$ cat src/rtl/memory_pkg.sv
// Shared memory-map constants, master id and response types for the data-memory arbiter.
package memory_pkg;

  localparam logic [31:0] MAP_DMEM_BASE   = 32'h1000_0000;
  localparam int unsigned DMEM_SIZE_BYTES = 4096;
  localparam int unsigned DATA_W          = 32;
  localparam int unsigned ADDR_W          = 32;
  localparam int unsigned BE_W            = 4;

  typedef logic [0:0] master_id_t;

  typedef struct packed {
    logic              valid;
    master_id_t        id;
    logic              err;
    logic [DATA_W-1:0] rdata;
  } resp_t;

  // Offset compare avoids any overflow of base + size near the top of the address space
  function automatic logic in_window(input logic [ADDR_W-1:0] addr,
                                     input logic [ADDR_W-1:0] base,
                                     input logic [ADDR_W-1:0] size);
    logic [ADDR_W-1:0] offset;
    offset = addr - base;
    return (addr >= base) && (offset <= (size - ADDR_W'(1)));
  endfunction

endpackage

$ cat src/rtl/dmem_arbiter_rr_arb2.sv
// Two-way round-robin arbiter; the grant is combinational, last_grant is the only state.
module rr_arb2
  import memory_pkg::*;
(
  input  logic       clk_i,
  input  logic       rst_i,
  input  logic [1:0] req_i,
  output logic [1:0] gnt_o
);

  logic last_grant_q;
  logic last_grant_d;

  always_comb begin
    gnt_o        = 2'b00;
    last_grant_d = last_grant_q;
    if (req_i == 2'b11) begin
      gnt_o = last_grant_q ? 2'b01 : 2'b10;
    end else begin
      gnt_o = req_i;
    end
    if (gnt_o[1]) begin
      last_grant_d = 1'b1;
    end else if (gnt_o[0]) begin
      last_grant_d = 1'b0;
    end
  end

  // Reset to master 1 so master 0 wins the first tie
  always_ff @(posedge clk_i or posedge rst_i) begin
    if (rst_i) begin
      last_grant_q <= 1'b1;
    end else begin
      last_grant_q <= last_grant_d;
    end
  end

endmodule

$ cat src/rtl/dmem_arbiter.sv
// Two-master data-memory arbiter: same-cycle grant and memory access, fixed one-cycle response.
module dmem_arbiter
  import memory_pkg::*;
#(
  parameter logic [31:0] BASE_ADDR  = MAP_DMEM_BASE,
  parameter int unsigned SIZE_BYTES = DMEM_SIZE_BYTES
) (
  input  logic        clk_i,
  input  logic        rst_i,

  input  logic        m0_req_i,
  input  logic        m0_we_i,
  input  logic [3:0]  m0_be_i,
  input  logic [31:0] m0_addr_i,
  input  logic [31:0] m0_wdata_i,
  output logic        m0_gnt_o,
  output logic        m0_rvalid_o,
  output logic [31:0] m0_rdata_o,
  output logic        m0_err_o,

  input  logic        m1_req_i,
  input  logic        m1_we_i,
  input  logic [3:0]  m1_be_i,
  input  logic [31:0] m1_addr_i,
  input  logic [31:0] m1_wdata_i,
  output logic        m1_gnt_o,
  output logic        m1_rvalid_o,
  output logic [31:0] m1_rdata_o,
  output logic        m1_err_o,

  output logic        mem_req_o,
  output logic        mem_we_o,
  output logic [3:0]  mem_be_o,
  output logic [31:0] mem_addr_o,
  output logic [31:0] mem_wdata_o,
  input  logic [31:0] mem_rdata_i
);

  logic [1:0]  req_v;
  logic [1:0]  gnt;
  logic        gnt_any;
  master_id_t  win_id;
  logic        sel_we;
  logic [3:0]  sel_be;
  logic [31:0] sel_addr;
  logic [31:0] sel_wdata;
  logic        sel_in_win;
  resp_t       resp_q;
  resp_t       resp_d;

  // Requests are masked during reset so no grant or memory access can leak out
  assign req_v = {m1_req_i, m0_req_i} & {2{~rst_i}};

  rr_arb2 u_rr_arb2 (
    .clk_i (clk_i),
    .rst_i (rst_i),
    .req_i (req_v),
    .gnt_o (gnt)
  );

  assign m0_gnt_o = gnt[0];
  assign m1_gnt_o = gnt[1];
  assign gnt_any  = |gnt;
  assign win_id   = master_id_t'(gnt[1]);

  always_comb begin
    sel_we     = m0_we_i;
    sel_be     = m0_be_i;
    sel_addr   = m0_addr_i;
    sel_wdata  = m0_wdata_i;
    if (win_id == master_id_t'(1)) begin
      sel_we    = m1_we_i;
      sel_be    = m1_be_i;
      sel_addr  = m1_addr_i;
      sel_wdata = m1_wdata_i;
    end
    sel_in_win = in_window(sel_addr, BASE_ADDR, 32'(SIZE_BYTES));
  end

  always_comb begin
    mem_req_o   = gnt_any && sel_in_win;
    mem_we_o    = 1'b0;
    mem_be_o    = 4'h0;
    mem_addr_o  = 32'h0;
    mem_wdata_o = 32'h0;
    if (mem_req_o) begin
      mem_we_o    = sel_we;
      mem_be_o    = sel_be;
      mem_addr_o  = sel_addr;
      mem_wdata_o = sel_wdata;
    end
  end

  always_comb begin
    resp_d       = '0;
    resp_d.valid = gnt_any;
    resp_d.id    = win_id;
    resp_d.err   = gnt_any && !sel_in_win;
    if (gnt_any && sel_in_win && !sel_we) begin
      resp_d.rdata = mem_rdata_i;
    end
  end

  always_ff @(posedge clk_i or posedge rst_i) begin
    if (rst_i) begin
      resp_q <= '0;
    end else begin
      resp_q <= resp_d;
    end
  end

  // Only the master that owns the pending response sees anything non-zero
  always_comb begin
    m0_rvalid_o = 1'b0;
    m0_err_o    = 1'b0;
    m0_rdata_o  = 32'h0;
    m1_rvalid_o = 1'b0;
    m1_err_o    = 1'b0;
    m1_rdata_o  = 32'h0;
    if (resp_q.valid) begin
      if (resp_q.id == master_id_t'(0)) begin
        m0_rvalid_o = 1'b1;
        m0_err_o    = resp_q.err;
        m0_rdata_o  = resp_q.rdata;
      end else begin
        m1_rvalid_o = 1'b1;
        m1_err_o    = resp_q.err;
        m1_rdata_o  = resp_q.rdata;
      end
    end
  end

endmodule

$ cat config.mk
export PLATFORM = sky130hd
export DESIGN_NAME = dmem_arbiter
export DESIGN_NICKNAME = d
export VERILOG_FILES = /design/src/rtl/memory_pkg.sv /design/src/rtl/dmem_arbiter_rr_arb2.sv /design/src/rtl/dmem_arbiter.sv
export SDC_FILE = /design/constraint.sdc
export NUM_CORES = 1
export LEC_CHECK = 0
export BUFFER_PORTS_ARGS = -buffer_cell sky130_fd_sc_hd__buf_2
export CORE_AREA = 2 2 123 125
export CTS_CLUSTER_DIAMETER = 100
export CTS_CLUSTER_SIZE = 8
export DETAILED_ROUTE_END_ITERATION = 8
export DIE_AREA = 0 0 125 127
export PLACE_DENSITY_LB_ADDON = 0.08
export SYNTH_ARGS = -nofsm -noshare
export SYNTH_HDL_FRONTEND = slang
export SYNTH_SLANG_ARGS = --single-unit
$ cat constraint.sdc
create_clock -name clk_i -period 2.82 [get_ports clk_i]
set_input_delay 0.564 -clock clk_i [delete_from_list [all_inputs] [get_ports clk_i]]
set_output_delay 0.564 -clock clk_i [all_outputs]
set_load 0.02 [all_outputs]
==> results.md, run 1 <==
- Status: finished, violations left
- Violated checks: setup timing
- Die X: between 100 and 150 µm
- IO buf count: approximately 300
- Worst r2r src: u_rr_arb2.last_grant_q
- # IOs: around 310
- Tmin final: 2990 ps
- Flop and latch count out of synthesis: 36
- Worst Min Path Start: u_rr_arb2.last_grant_q
- CTS tree: built
- Count leader, synth: nand2_1
- Vias: 4140
- First-pass GRT wire length: ~22000 µm
- Number of CTS-inserted buffers: 5
- MaxCap Viol Count: 0
- Post-CTS Hold Fix Bufs: 0
- Dpl hpwl: 11000 µm
- Fillers: 1472
- CTS sink cnt: 36
- Largest net degree at the start of global routing: 52
- Final worst slack: -169 ps
- Peak supply drop: 223 µV
- Overall routed net length: 14200 µm
- Top cell type by total area after synthesis: dfrtp_1
- Drt first-iter violations: 113
- Initial Utilization: 23.5%
- Area Overhead vs Synth: 74.0%
- Final net count: 877
- Crit path DAT: 2430 ps
- Syn_area_per_cell: a little over 8 µm²
- DR WL/cell: 16.0 µm
- Top cell type's share of synthesized area: 25.8%
- Seq/Total Area, Yosys: about a quarter
- Drt first pass iters: 4
- Final GP Congestion: 0.780
- Kind of critical path: in2out
- Hold Fails Final Rpt: 0
- Layout cells sized above 1: 58.2%
- Die ar.: 15900 µm²
- Main synth FF type: dfrtp_1
- Period Utilization, post-route: 106%
- CTS H-tree depth: 2
- Synth async-reset ratio: 100%
- Fmax: 335 MHz
- Antenna violations before repair: 1
- Final setup vio count: 49
- Critical path fanouts, max: 24
- Root Driver: clkbuf_16
- GRT Total Usage: 16.7%
- Vias per inst: 4.66
- Worst-path clk slew: 60 ps
- Number of synthesized flops with an enable pin: 0
- Clk_skew: 3.26 ps
- Crit end category: output port
- Pleak: approximately 3.4 nW
- Crit path from: m1_addr_i[31]
- Synth area leaders: dfrtp_1 (26%), a221oi_2 (20%), nand2_1 (15%), and2_1 (6.3%), and3_1 (6.3%)
- Total Power: between 1 and 1.5 mW
- Fin Hold WS: approximately 480 ps
- WP data required: around 2300 ps
- Tightest Hold Check Type: reg2reg
- Power density cells: between 200 and 250 nW/µm²
- Synth Warn #: 0
- Clk_lat worst skew: 270 ps
- Row Count: 44
- Slew Viols, Final: 0
- Number of global-route vias before repair: 4157
- # DRC: 0
- Most instantiated cells after synthesis: nand2_1 (136), a221oi_2 (46), dfrtp_1 (35)
- Mapped cell area: 3390 µm²
- Final TNS setup: -6120 ps
- Die H: between 100 and 150 µm
- Unrepaired setup endpoints after global routing: yes
- Final ANT Viol Nets: 0
- Core area: 14400 µm²
- Number of distinct library cells after synthesis: 28
- Syn Inst Count: 414
- GRT overflow: 0
- Clock tree buffer depth: 2
- Setup crit start kind: primary input
==> cells by family after synthesis <==
family          share of synthesized area [%]
flops                                    26.6
buf+inv                                  12.5
mux                                     0.332
other cells                             0.111
compound gates                           29.3
simple gates                             31.2
==> layout make-up <==
type | count | area (µm²) | share of cell area [%]
clock buffers | 5 | 125 | 2.12
inverters | 3 | 15.0 | 0.254
repair buffers | 331 | 1980 | 33.5
flip-flops and latches | 36 | 902 | 15.3
clock inverters | 3 | 18.8 | 0.318
well taps | 184 | 230 | 3.90
diodes | 1 | 2.50 | 0.0424
multi-input cells | 326 | 2640 | 44.6
==> per-stage QoR <==
stage	cell area, µm²	std cells	utilization (%)	worst slack, ps
finish	5910	889	40.9	-169
global route	5910	889	40.9	-217
CTS	5790	887	40.2	-179
detailed placement	5480	877	38.0	-225
global placement	5480	877	38.0	-252
floorplan	3860	432	-	-52.3
==> power by group <==
part	switching, mW	total [mW]	internal [mW]	leakage [nW]
combinational	0.263	0.412	0.150	2.86
sequential	0.00291	0.526	0.523	0.496
clock	0.207	0.533	0.325	0.0736
total	0.473	1.47	0.997	3.43
==> path summary, 6_finish.rpt <==
path                                           to  slack (ps)  cells past startpoint
max                                 mem_addr_o[0]        -170                      6
min reg2reg                u_rr_arb2.last_grant_q         480                      2
min                        u_rr_arb2.last_grant_q         480                      2
min in group asynchronous              resp_q[32]         580                      4
max in group asynchronous  u_rr_arb2.last_grant_q        1900                      4
max reg2reg                            resp_q[10]         640                      7
==> cells in the final DEF (no fill, tap or decap), drive strengths merged, types with 2 or more instances in the layout <==
master / synthesis / layout
buf: 40 / 331
nand2: 136 / 136
a221oi: 48 / 48
dfrtp: 35 / 35
and3: 34 / 34
and2: 34 / 34
a211oi: 32 / 32
conb: 1 / 19
nor4: 10 / 10
clkbuf: 27 / 5
clkinv: 1 / 4
or4b: 2 / 2
or4: 2 / 2
a21oi: 2 / 2
nor2b: 2 / 2
==> sequential cells by signal, summed over array words and instances, names as in the netlist <==
register                cells
u_rr_arb2.last_grant_q      1
resp_q                     35
==> worst max-delay path: stages <==
cell	delay [ps]
buf_6	90
or4b_4	530
or4_4	490
buf_12	220
a221oi_4	310
buf_4	190
==> routing by layer <==
layer	wire length [µm]	track usage (%)	up-vias	part of all wire, %
met5	0	0	-	0
met3	953	3.56	12	6.7
li1	-	-	2027	-
met1	5450	19.0	1927	38
met4	187	3.86	0	1.3
met2	7600	31.9	174	54
==> timing repair <==
action | in CTS | in global routing
setup endpoints to repair | 51 | 51
pin swaps | 4 | 6
setup buffers | 2 | 3
gates resized for setup | 49 | 21
Power figures use the tool's default switching activity.
==> run 2: changes to the inputs <==
--- a/config.mk
+++ b/config.mk
@@ -5,12 +5,14 @@
 export SDC_FILE = /design/constraint.sdc
 export NUM_CORES = 1
 export LEC_CHECK = 0
+export ABC_AREA = 1
 export BUFFER_PORTS_ARGS = -buffer_cell sky130_fd_sc_hd__buf_2
-export CORE_AREA = 2 2 123 125
+export CORE_AREA = 2 2 122 124
 export CTS_CLUSTER_DIAMETER = 100
 export CTS_CLUSTER_SIZE = 8
 export DETAILED_ROUTE_END_ITERATION = 8
-export DIE_AREA = 0 0 125 127
+export DIE_AREA = 0 0 124 126
+export HOLD_SLACK_MARGIN = 0.02
 export PLACE_DENSITY_LB_ADDON = 0.08
 export SYNTH_ARGS = -nofsm -noshare
 export SYNTH_HDL_FRONTEND = slang
==> run 2 against run 1 <==
Effect of this change:
- the run still ends with setup timing left
- non-clock buffer count fell by 1
- global-route usage fell by 1.8 points
- sequential share of layout area rose by 0.56 points
- sequential cell count did not move
- combinational power rose by 14%
- via count rose by 1.1%
- worst hold slack improved by 24 ps
- register-to-register slack got worse by 40 ps
- first-iteration DRC count fell by 4.4%
- power rose by 6.2%
- critical path type unchanged
- largest cell class is now non-clock buffers
==> results.md, run 2 <==
- Clk_skew: 3.32 ps (+0.0632 ps)
- Row Count: 44 (unchanged)
- Core area: 14300 µm² (-0.76%)
- Crit path DAT: 2290 ps (-140 ps)
- CTS H-tree depth: 2 (unchanged)
- Synth Warn #: 0 (unchanged)
- Pleak: 3.60 nW (+5.1%)
- Peak supply drop: 201 µV (-9.8%)
- Crit end category: output port
- Power density cells: 274 nW/µm² (+10%)
- Status: finished, violations left
- Seq/Total Area, Yosys: 26.8% (+0.19 points)
- Final net count: 1053 (+20%)
- # DRC: 0 (unchanged)
- Worst Min Path Start: mem_rdata_i[16]
- CP max stage delay: 220 ps (-310 ps)
- Pre-CTS setup slack: -87.6 ps (+137 ps)
- Reg-to-Reg End: resp_q[0]
- GRT overflow: 0 (unchanged)
- Number of synthesized flops with an enable pin: 0 (unchanged)
- Commonest non-fill, non-tap cells in the layout: buf_2 (243), nand2_1 (161), inv_1 (124)
- Area occupied by multi-input gates: 1850 µm² (-30%)
- Comb pwr share: 30.1% (+2.1 points)
- Worst r2r src: u_rr_arb2.last_grant_q
- Final GP Congestion: 0.834 (+6.9%)
- Root Driver: clkbuf_16
- Final setup vio count: 8 (-84%)
- Crit path cell chain: buf_2 > clkinv_4 > nand2_2 > nor2_4 > nand2_1 > nand2_1 > nand2_1 > nor2_1 > nand2_1 > nor2_4 > nand3_4 > buf_8 > clkbuf_16 > nor2_4 > buf_6
- MaxCap Viol Count: 0 (unchanged)
- Commonest non-fill, non-tap cell in the layout: buf_2
- Fin Hold WS: 501 ps (+23.5 ps)
- Setup crit start kind: primary input
- GRT Total Usage: 14.9% (-1.8 points)
- Slowest CP cell: nor2_4
- # IOs: 314 (unchanged)
- Worst Max-Slew Pin Slew: 966 ps
- Antenna cell count: 0 (-1)
- Drt first pass iters: 4 (unchanged)
- Max reg flops: 35 (unchanged)
- Area after DPL: 5000 µm² (-8.7%)
- Post-CTS Hold Fix Bufs: 0 (unchanged)
- Synth async-reset ratio: 100% (unchanged)
- Clock tree buffer depth: 2 (unchanged)
- Number of CTS-inserted buffers: 5 (unchanged)
- CTS sink cnt: 36 (unchanged)
- Drt first-iter violations: 108 (-4.4%)
- Post-route cell area: 5700 µm² (-3.6%)
- WP data required: 2260 ps (about the same)
- Die H: 126 µm (-0.79%)
- Placed instance count: 1037 (+18%)
- Fillers: 1587 (+7.8%)
- R2r setup slk: 600 ps (-40 ps)
- Worst r2r path cells: 7 (unchanged)
- Tmin final: 2860 ps (-131 ps)
- Sequential share of power: 34.0% (-1.8 points)
- Hold Fails Final Rpt: 0 (unchanged)
- Critical path fanouts, max: 5 (-79%)
- Die X: 124 µm (-0.80%)
- Synth area leaders: dfrtp_1 (26%), nand2_1 (18%), inv_1 (14%), nor2_1 (12%), nor2_2 (9.3%)
- Main synth FF type: dfrtp_1
- Area Overhead vs Synth: 69.0%
- Vias: 4185 (+1.1%)
- Syn_area_per_cell: 5.94 µm² (-27%)
- Final Util: 39.8% (-1.2 points)
- Die ar.: 15600 µm² (-1.6%)
- Number of global-route vias before repair: 3874 (-6.8%)
- Hold path depth: 3 (+1)
- Dpl hpwl: 10200 µm (-6.9%)
- Layout cells sized above 1: 48.0% (-10 points)
- Flop and latch count out of synthesis: 36 (unchanged)
- Final TNS setup: -128 ps (+6000 ps)
- Clk_lat worst skew: 280 ps (about the same)
- Final ANT Viol Nets: 0 (unchanged)
- Most frequent CP cell: nand2_1
- Initial Utilization: 23.5% (about the same)
- Kind of critical path: in2out
- Vias per inst: 3.94 (-15%)
- Clk pwr share: 35.9% (-0.3 points)
- Post-route insts no fill: 1063 (+20%)
- Unrepaired setup endpoints after global routing: yes
- Worst Hold End: resp_q[16]
- Worst-path clk slew: 50 ps (about the same)
- Mapped cell area: 3370 µm² (-0.70%)
- Reg with most FFs: resp_q
- CTS tree: built
- Fmax: 350 MHz (+4.6%)
- Switching part of the total: 30.1% (-2.1 points)
- Register area: 902 µm² (unchanged)
- Net switching power: 0.470 mW (-0.64%)
- First-pass GRT wire length: 18100 µm (-17%)
- Period Utilization, post-route: 101% (-4.7 points)
- Number of distinct library cells after synthesis: 23 (-18%)
- Top Registers: resp_q (35), u_rr_arb2.last_grant_q (1)
- Overall routed net length: 12900 µm (-8.9%)
- Int Pwr: 1.09 mW (+9.4%)
- Slew Viols, Final: 0 (unchanged)
- Antenna violations before repair: 0 (-1)
- Final worst slack: -37.9 ps (+131 ps)
- Top cell type by total area after synthesis: dfrtp_1
- Slew HR: a little over a third
- DR WL/cell: 12.2 µm (-24%)
- Most instantiated cells after synthesis: nand2_1 (165), inv_1 (125), nor2_1 (106)
- Count leader, synth: nand2_1
- Tightest Hold Check Type: in2reg
- Top cell type's share of synthesized area: 26.0% (+0.18 points)
- Total Power: 1.56 mW (+6.2%)
- IO buf count: 294 (unchanged)
- Largest net degree at the start of global routing: 42 (-19%)
- Syn Inst Count: 567 (+37%)
- Violated checks: setup timing
-- run 2: how the worst max path moves through the flow --
| stage | cells past startpoint | startpoint | to |
|---|---|---|---|
| after floorplan | 11 | rst_i | mem_addr_o[10] |
| after global placement | 14 | rst_i | mem_addr_o[5] |
| after detailed placement | 14 | rst_i | mem_addr_o[3] |
| after CTS | 6 | u_rr_arb2.last_grant_q | mem_we_o |
| after global routing | 13 | u_rr_arb2.last_grant_q | mem_be_o[1] |
| final | 15 | rst_i | mem_addr_o[5] |
-- run 2: layout make-up --
type | count | area share (%)
Clock buffer | 7 | 2.68
Tap cell | 184 | 4.04
Inverter | 127 | 8.50
Sequential cell | 36 | 15.8
Timing Repair Buffer | 330 | 36.5
Multi-Input combinational cell | 379 | 32.4
-- run 2: timing repair --
action	4_1_cts	5_1_grt
buffers inserted	3	9
setup endpoints to repair	48	51
resized for setup	24	85
pin swaps	3	12
gates cloned	2	5
-- run 2: kinds of logic (layout without fill, tap and decap cells) --
| logic type | after synthesis | count (layout) | share of synthesized area, % |
|---|---|---|---|
| compound gates | 5 | 5 | 0.743 |
| buf+inv | 173 | 464 | 24.1 |
| flops | 36 | 36 | 26.8 |
| mux | 13 | 13 | 3.86 |
| simple gates | 339 | 342 | 44.4 |
| other cells | 1 | 19 | 0.111 |
-- run 2: critical path: cells and delay by family --
family                 cells  cell delay (ps)
buffers and inverters      5              690
AND/OR/NAND/NOR           10             1030
-- run 2: layer usage --
metal / vias up / GRT usage, % / share of wire (%)
li1: 2175 / - / -
met1: 1818 / 15.8 / 38
met2: 180 / 28.6 / 52
met3: 12 / 3.67 / 8.4
met4: 0 / 3.90 / 1.5
met5: - / 0 / 0
-- run 2: power groups by stage --
stage          Combinational [mW]  Sequential, mW  Clock, mW
6_report                    0.470           0.531      0.560
3_3_place_gp                0.431           0.539          0
4_1_cts                     0.450           0.531      0.584
3_5_place_dp                0.434           0.539          0
2_1_floorplan               0.268           0.538          0
5_1_grt                     0.527           0.531      0.605
